$ cat src/rtl/egress_read_scheduler.sv
// Egress read scheduler: per output port, round-robin selection of a non-empty source VOQ,
// credit-guarded read issue, and a first-word-fall-through output FIFO towards the MAC.
module egress_read_scheduler #(
   parameter int unsigned N          = 4,
   parameter int unsigned DATA_WIDTH = 16,
   parameter int unsigned RD_LATENCY = 1,
   parameter int unsigned OBUF_DEPTH = 4,
   localparam int unsigned WS        = (N > 1) ? $clog2(N) : 1
) (
   input  logic                    clk,
   input  logic                    rst_n,
   input  logic [N*N-1:0]          empty_i,
   input  logic [N*DATA_WIDTH-1:0] voq_data_i,
   output logic [N*WS-1:0]         rd_sel_o,
   output logic [N-1:0]            rd_en_o,
   output logic [N-1:0]            tx_valid_o,
   input  logic [N-1:0]            tx_ready_i,
   output logic [N*DATA_WIDTH-1:0] tx_data_o,
   output logic [N*WS-1:0]         tx_src_o
);
   localparam int unsigned CW = $clog2(OBUF_DEPTH + 1);
   localparam int unsigned PW = (OBUF_DEPTH > 1) ? $clog2(OBUF_DEPTH) : 1;

   for (genvar i = 0; i < N; i++) begin : g_lane
      logic [N-1:0]          elig;
      logic                  issue;
      logic [WS-1:0]         pick;
      logic                  push;
      logic                  pop;
      logic                  rd_en_q;
      logic [WS-1:0]         rd_sel_q;
      logic [WS-1:0]         rr_ptr_q;
      logic [CW-1:0]         credit_q;
      logic [RD_LATENCY-1:0] pv_q;
      logic [WS-1:0]         ps_q [RD_LATENCY];
      logic [DATA_WIDTH-1:0] fd_q [OBUF_DEPTH];
      logic [WS-1:0]         fs_q [OBUF_DEPTH];
      logic [PW-1:0]         wp_q;
      logic [PW-1:0]         rp_q;
      logic [CW-1:0]         cnt_q;

      // Mask the source strobed this cycle: its empty flag lags the read by one cycle.
      always_comb begin
         elig = ~empty_i[i*N +: N];
         if (rd_en_q) elig[rd_sel_q] = 1'b0;
      end

      // Round-robin pick of the first eligible source at or after rr_ptr_q, gated by credit.
      always_comb begin
         int unsigned idx;
         idx   = 0;
         issue = 1'b0;
         pick  = rr_ptr_q;
         for (int unsigned k = 0; k < N; k++) begin
            idx = (32'(rr_ptr_q) + k) % N;
            if (!issue && elig[idx]) begin
               issue = 1'b1;
               pick  = WS'(idx);
            end
         end
         if (credit_q == '0) issue = 1'b0;
      end

      assign push = pv_q[RD_LATENCY-1];
      assign pop  = (cnt_q != '0) && tx_ready_i[i];

      // Registered read strobe/select, round-robin pointer and credit counter.
      always_ff @(posedge clk or negedge rst_n) begin
         if (!rst_n) begin
            rd_en_q  <= 1'b0;
            rd_sel_q <= '0;
            rr_ptr_q <= '0;
            credit_q <= CW'(OBUF_DEPTH);
         end else begin
            rd_en_q <= issue;
            if (issue) begin
               rd_sel_q <= pick;
               rr_ptr_q <= (pick == WS'(N - 1)) ? '0 : pick + 1'b1;
            end
            // A credit is taken at the decision so the registered strobe is already counted.
            credit_q <= credit_q - CW'(issue) + CW'(pop);
         end
      end

      // Return pipeline: carries {valid, src} alongside the VOQ read latency.
      always_ff @(posedge clk or negedge rst_n) begin
         if (!rst_n) begin
            pv_q <= '0;
            for (int j = 0; j < RD_LATENCY; j++) ps_q[j] <= '0;
         end else begin
            pv_q[0] <= rd_en_q;
            ps_q[0] <= rd_sel_q;
            for (int j = 1; j < RD_LATENCY; j++) begin
               pv_q[j] <= pv_q[j-1];
               ps_q[j] <= ps_q[j-1];
            end
         end
      end

      // Output FIFO pointers and occupancy; pointers wrap naturally at a power-of-two depth.
      always_ff @(posedge clk or negedge rst_n) begin
         if (!rst_n) begin
            wp_q  <= '0;
            rp_q  <= '0;
            cnt_q <= '0;
         end else begin
            if (push) wp_q <= wp_q + 1'b1;
            if (pop)  rp_q <= rp_q + 1'b1;
            cnt_q <= cnt_q + CW'(push) - CW'(pop);
         end
      end

      // FIFO storage; stale entries are never visible because outputs are gated by occupancy.
      always_ff @(posedge clk) begin
         if (push) begin
            fd_q[wp_q] <= voq_data_i[i*DATA_WIDTH +: DATA_WIDTH];
            fs_q[wp_q] <= ps_q[RD_LATENCY-1];
         end
      end

      assign rd_en_o[i]                         = rd_en_q;
      assign rd_sel_o[i*WS +: WS]               = rd_sel_q;
      assign tx_valid_o[i]                      = (cnt_q != '0);
      assign tx_data_o[i*DATA_WIDTH +: DATA_WIDTH] = (cnt_q != '0) ? fd_q[rp_q] : '0;
      assign tx_src_o[i*WS +: WS]               = (cnt_q != '0) ? fs_q[rp_q] : '0;
   end

endmodule

$ cat config.mk
export PLATFORM = sky130hd
export DESIGN_NAME = egress_read_scheduler
export DESIGN_NICKNAME = d
export VERILOG_FILES = /design/src/rtl/egress_read_scheduler.sv
export SDC_FILE = /design/constraint.sdc
export NUM_CORES = 1
export LEC_CHECK = 0
export ABC_AREA = 1
export ABC_CLOCK_PERIOD_IN_PS = 7800
export CORE_UTILIZATION = 50
export DETAILED_ROUTE_END_ITERATION = 10
export DONT_BUFFER_PORTS = 1
export PLACE_DENSITY_LB_ADDON = 0.15
export SYNTH_ARGS = -nofsm -noshare
export SYNTH_HDL_FRONTEND = slang
export SYNTH_SLANG_ARGS = --single-unit
$ cat constraint.sdc
create_clock -name clk -period 7.8 [get_ports clk]
set_input_delay 0.39 -clock clk [delete_from_list [all_inputs] [get_ports clk]]
set_output_delay 0.39 -clock clk [all_outputs]
set_load 0.02 [all_outputs]
After elaboration in Yosys (flattened, before gate mapping)
Memory sizes are Yosys's and may differ from the RTL's.
Index checks and enable logic that the tools add are counted.
Widths: inputs -> output; s select.
{ "classes": {"n_shift": 0, "reduce_logical": 40, "div": 0, "magnitude_cmp": 24, "bitwise_logic": 12, "add_sub_neg": 40, "n_mul": 0, "mux": 96, "n_eq_ne": 4} }
{ "ops": {"columns": ["cell", "n"], "rows": [
  ["$mux 16", 4],
  ["$lt 2x3->1 const B", 20],
  ["$mux 1", 48],
  ["$mux 2", 20],
  ["$add 2x1->2 const B", 16],
  ["$bmux 1 s2", 16],
  ["$not 4->4", 8],
  ["$add 3x1->3", 8],
  ["$sub 3x1->3", 8],
  ["$logic_and 1x1->1", 20],
  ["$add 2x2->2 const B", 8],
  ["$and 4x4->4", 4],
  ["$mux 4", 4],
  ["$logic_not 1->1", 12],
  ["$logic_not 3->1", 4],
  ["$reduce_bool 3->1", 4],
  ["$demux 1 s2", 4],
  ["$eq 2x2->1 const B", 4],
  ["$ge 2x1->1 const B", 4]
]} }
{ "word_totals": {"mem_count": 8, "output_inout_bits": 88, "mem_bits_rw": 288, "inputBits": 86, "latchBits": 0, "regBits": 72, "rom_bits": 0} }
{ "mem_list": {"columns": ["memory", "depth", "width", "rd", "rd_clocked_by_memory_dff", "write_ports", "line_no", "source"], "rows": [
  ["g_lane[0].fd_q", 4, 16, 1, 0, 1, "36", "logic [DATA_WIDTH-1:0] fd_q [OBUF_DEPTH];"],
  ["g_lane[1].fd_q", 4, 16, 1, 0, 1, "36", null],
  ["g_lane[2].fd_q", 4, 16, 1, 0, 1, "36", null],
  ["g_lane[3].fd_q", 4, 16, 1, 0, 1, "36", null],
  ["g_lane[0].fs_q", 4, 2, 1, 0, 1, "37", "logic [WS-1:0] fs_q [OBUF_DEPTH];"],
  ["g_lane[1].fs_q", 4, 2, 1, 0, 1, "37", null],
  ["+2 memories", null, null, null, null, null, null, null]
]} }

Longest topological paths before layout
{ "depth": {"depth_word": 22, "mapped_depth": 19, "depth_no_buf": 19} }

Worst setup path after synthesis
No wires, ideal clock.
{ "synth_timing": {"path_type": "flip-flop to flip-flop", "start": "register g_lane[3].rd_sel_q[1]", "end": "register g_lane[3].credit_q[2]", "period_less_slack_ps": 2691, "path_stages_with_launch": 16, "slack_ps": 5109, "arrival_time_ps": 2617, "n_path_buf": 0, "path_cell_list": "dfrtp_1 nand3b_1 nand3_1 o21ai_1 o21ai_1 nand2_2 nor2_4 nand2_2 nand2_4 inv_4 ha_1 inv_1 ha_1 fa_1 xnor2_1 xor2_1"} }
{ "synth_via": {"elab_chain_len": 22, "elab_cells_between_ends": 29} }
{ "synth_rtl": {"columns": ["item", "line_no", "source"], "rows": [
  ["start: declaration", "31", "logic [WS-1:0] rd_sel_q;"],
  ["start signal: assignment", "77", "rd_sel_q <= pick;"],
  ["$lt 2x3->1 (not written as such) or $ge 2x1->1 (tied branches)", "45", "if (rd_en_q) elig[rd_sel_q] = 1'b0;"],
  ["$logic_and 1x1->1 (not written as such)", "45", null],
  ["$mux 1 (not written as such)", "45", null],
  ["$demux 1 s2 *", "45", null],
  ["$not 4->4 (no line) *", null, null],
  ["$and 4x4->4 (no line) *", null, null],
  ["$mux 4 *", "45", null],
  ["$bmux 1 s2", "56", "if (!issue && elig[idx]) begin"],
  ["[7 not listed]", null, null],
  ["$mux 1", "56", null],
  ["$logic_not 1->1", "56", null],
  ["$logic_and 1x1->1", "56", null],
  ["$mux 1 *", "56", null],
  ["$mux 1 *", "61", "if (credit_q == '0) issue = 1'b0;"],
  ["net g_lane[3].issue", "26", "logic issue;"],
  ["$sub 3x1->3 *", "81", "credit_q <= credit_q - CW'(issue) + CW'(pop);"],
  ["$add 3x1->3 *", "81", null],
  ["end signal: assignment", "73", "credit_q <= CW'(OBUF_DEPTH);"],
  ["end signal: assignment", "81", null],
  ["end: declaration", "33", "logic [CW-1:0] credit_q;"]
]} }
The timed path passes the listed nets; every way through them passes the cells marked *. The select of a mux whose other input is x is not followed.
A chain may end at the register's enable or synchronous reset.

Worst setup path after layout
{ "layout_timing": {"start": "register g_lane[0].rp_q[0]", "end": "output tx_data_o[3]"} }
{ "layout_via": {"elab_chain_len": 2} }
{ "layout_rtl": {"columns": ["item", "line_no", "source"], "rows": [
  ["start: declaration", "39", "logic [PW-1:0] rp_q;"],
  ["start signal: assignment", "108", "if (pop) rp_q <= rp_q + 1'b1;"],
  ["$mem_v2 4x16", null, null],
  ["$mux 16", "124", "assign tx_data_o[i*DATA_WIDTH +: DATA_WIDTH] = (cnt_q != '0) ? fd_q[rp_q] : '0;"],
  ["end: declaration", "18", "output logic [N*DATA_WIDTH-1:0] tx_data_o,"]
]} }
Every way passes these cells.

==> reports/results.txt <==
status: complete, no violations
post-route worst setup slack: 3980 ps
routability cong.: 0.771
commonest non-fill, non-tap cells in the layout: nor2_1 (301), edfxtp_1 (288), o21ai_0 (150)
Top FF cell, synth: edfxtp_1
Syn Std Cell Area: 15500 µm²
vias in the first global route: 9623
asr flop ratio synth: 20.0%
core area: 30500 µm²
register area share after synthesis: 67.5%
vias: 9691
DRT iter0 DRCs: 508
count of different cell masters after synthesis: 37
total power draw: 8.54 mW
commonest non-fill, non-tap cell in the layout: nor2_1
die area: 31700 µm²
cts bufs inserted: 39
largest net degree at the start of global routing: 73
syn_nets: 1523
critical-path maximum fanout: 38
Post-synth EDFFs: 288
Initial Util: 50.8%
Mean Syn Cell Area: 11.1 µm²
Die Y: 178 µm
Post-Synthesis Cells: 1396
worst r2r src: g_lane[3].rd_sel_q[1]$_DFFE_PN0P_
DR WL/cell: 16.3 µm
Post-CTS Resized: 0
HP Class: primary input to flop
first-pass GRT wire length: 48500 µm
Layout Skew: 11.0 ps
nets: 1578
H-tree depth: 2
Rows: 64
setup_tns: 0 ps
Synth warnings: 0
Post-DP HPWL: 18400 µm
DP Worst Slack: 4450 ps
clock root cell: clkbuf_16
initial antenna violation count: 1
Worst setup SP type: flop
clock sinks: 360
DR pass1 iterations: 5
final wirelength: 30600 µm
Worst EP required: 7410 ps
clock latency at the later pin of the worst-skew pair: 520 ps
slew margin rel.: 21.5%
CP Launch Point: g_lane[0].rp_q[0]$_DFFE_PN0P_
max-cap violation count: 0
final hold viol count: 0
max-slew violations: 0
Final setup viols: 0
fmax: 262 MHz
Least-Margin Pin Slew: 1180 ps
Syn-to-layout area delta: 14.1%
Min Clock Period, post-route: 3820 ps
Die Span X: 178 µm
Max Buffers Root-to-Sink: 3
Pleak: 6.92 nW
Finished Layout Cells: 1877
total grt overflow: 0
DR vias/cell: 5.16
layout cell share with drive strength beyond 1: 6.09%
hold wc startpoint: tx_ready_i[2]
Routed Antenna Nets: 0
CP endpoint kind: primary output
number of synthesized register bits: 360
TritonCTS clock tree: done
clock-pin slew on the worst setup and hold paths: 60 ps
DRC viols: 0
CP Class: flop to primary output
Placed Cells: 1740
GRT Overall Usage: 19.5%
CP Data Arrival Time: 3430 ps
PwrDens: 483 nW/µm²
VDD IR max: 0.000273 V
Port Buf Inserts: 0
unrepaired setup endpoints after global routing: no
Final Cycle Share: 49.0%
hold_ws: 154 ps
IO Count: 174
kinds of logic (layout without fill, tap and decap cells):
kind of cell	count (synthesis)	after routing	synth area share, %
AND/OR/NAND/NOR	542	542	14.4
AO/OA/AOI/OAI	240	240	7.98
adder cells (fa/ha/maj)	41	41	3.70
flip-flops	360	360	67.5
XOR/XNOR	31	31	1.80
other	0	2	0
buffers and inverters	182	265	4.65
synth_stat cells (2+ instances only):
library cell / instances / area [µm²]
xor2_1: 15 / 131
nand3_1: 75 / 375
buf_4: 8 / 60.1
a21oi_1: 72 / 360
o21ai_2: 2 / 17.5
a21oi_2: 2 / 17.5
clkbuf_1: 46 / 173
o21a_1: 3 / 22.5
dfrtp_1: 68 / 1700
fa_1: 8 / 160
buf_2: 3 / 15.0
o21ai_0: 150 / 751
inv_2: 5 / 18.8
dfstp_2: 4 / 105
nor3_1: 3 / 15.0
clkinv_1: 8 / 30.0
nand2_1: 142 / 533
ha_1: 33 / 413
nor2_4: 3 / 33.8
buf_1: 2 / 7.51
nor2_1: 301 / 1130
edfxtp_1: 288 / 8650
nand3b_1: 2 / 15.0
inv_1: 108 / 405
nand2_2: 6 / 37.5
nand3_2: 3 / 30.0
o21ai_1: 9 / 45.0
nor3_2: 4 / 40.0
xnor2_1: 15 / 131
registers in the layout, indices dropped and copies added (netlist names), named ones only:
register and cells:
g_lane.fd_q 256, g_lane.fs_q 32, g_lane.cnt_q 12, g_lane.credit_q 12, g_lane.ps_q 8, g_lane.rd_sel_q 8
g_lane.rp_q 8, g_lane.wp_q 8, g_lane.rr_ptr_q 5, g_lane.push 4, g_lane.rd_en_q 4
stage by stage:
stage          utilization, %  instance area, µm²
2_1_floorplan               -               15500
3_3_place_gp             51.8               15800
3_5_place_dp             51.8               15800
4_1_cts                  57.9               17700
5_1_grt                  57.9               17700
6_report                 57.9               17700
report_power, final:
| part | leakage (nW) | switching [mW] | internal [mW] |
|---|---|---|---|
| Sequential | 3.50 | 0.467 | 2.93 |
| Clock | 0.573 | 0.705 | 1.04 |
| Combinational | 2.84 | 2.42 | 0.991 |
| Total | 6.92 | 3.59 | 4.96 |
worst paths after layout:
check,to,slack [ps],cells after the start
worst max register to register,g_lane[3].credit_q[2]$_DFF_PN1_,4810,17
min in group asynchronous,g_lane[3].rp_q[1]$_DFFE_PN0P_,500,2
worst min register to register,g_lane[3].credit_q[2]$_DFF_PN1_,440,1
worst min-delay path,g_lane[2].rp_q[0]$_DFFE_PN0P_,150,3
max in group asynchronous,g_lane[1].credit_q[2]$_DFF_PN1_,6970,2
worst max-delay path,tx_data_o[3],3980,3
layer usage:
metal,vias to the layer above,wire length [µm],track usage (%)
li1,4809,-,-
met4,0,529,5.02
met2,187,15200,34.1
met1,4651,13400,24.9
met3,44,1460,3.67
met5,-,0,0
final cells by class:
cell class,count,area (µm²)
clock buffers,58,1100
fillers,2522,12800
multi-input cells,854,4320
diodes,2,5.00
repair buffers,73,731
clock inverters,11,103
well taps,396,495
inverters,123,465
flip-flops and latches,360,10500
worst max-delay path: stages (launching register included):
cell and delay, ps:
dfrtp_1 1110, clkinv_1 1090, o21ai_0 470, a21oi_1 230
what timing repair did:
action | 4_1_cts | 5_1_grt
hold buffers | 66 | 0
hold endpoints to repair | 328 | 0
setup buffers | 0 | 0
Note: power is estimated with default switching activity, not from simulation.
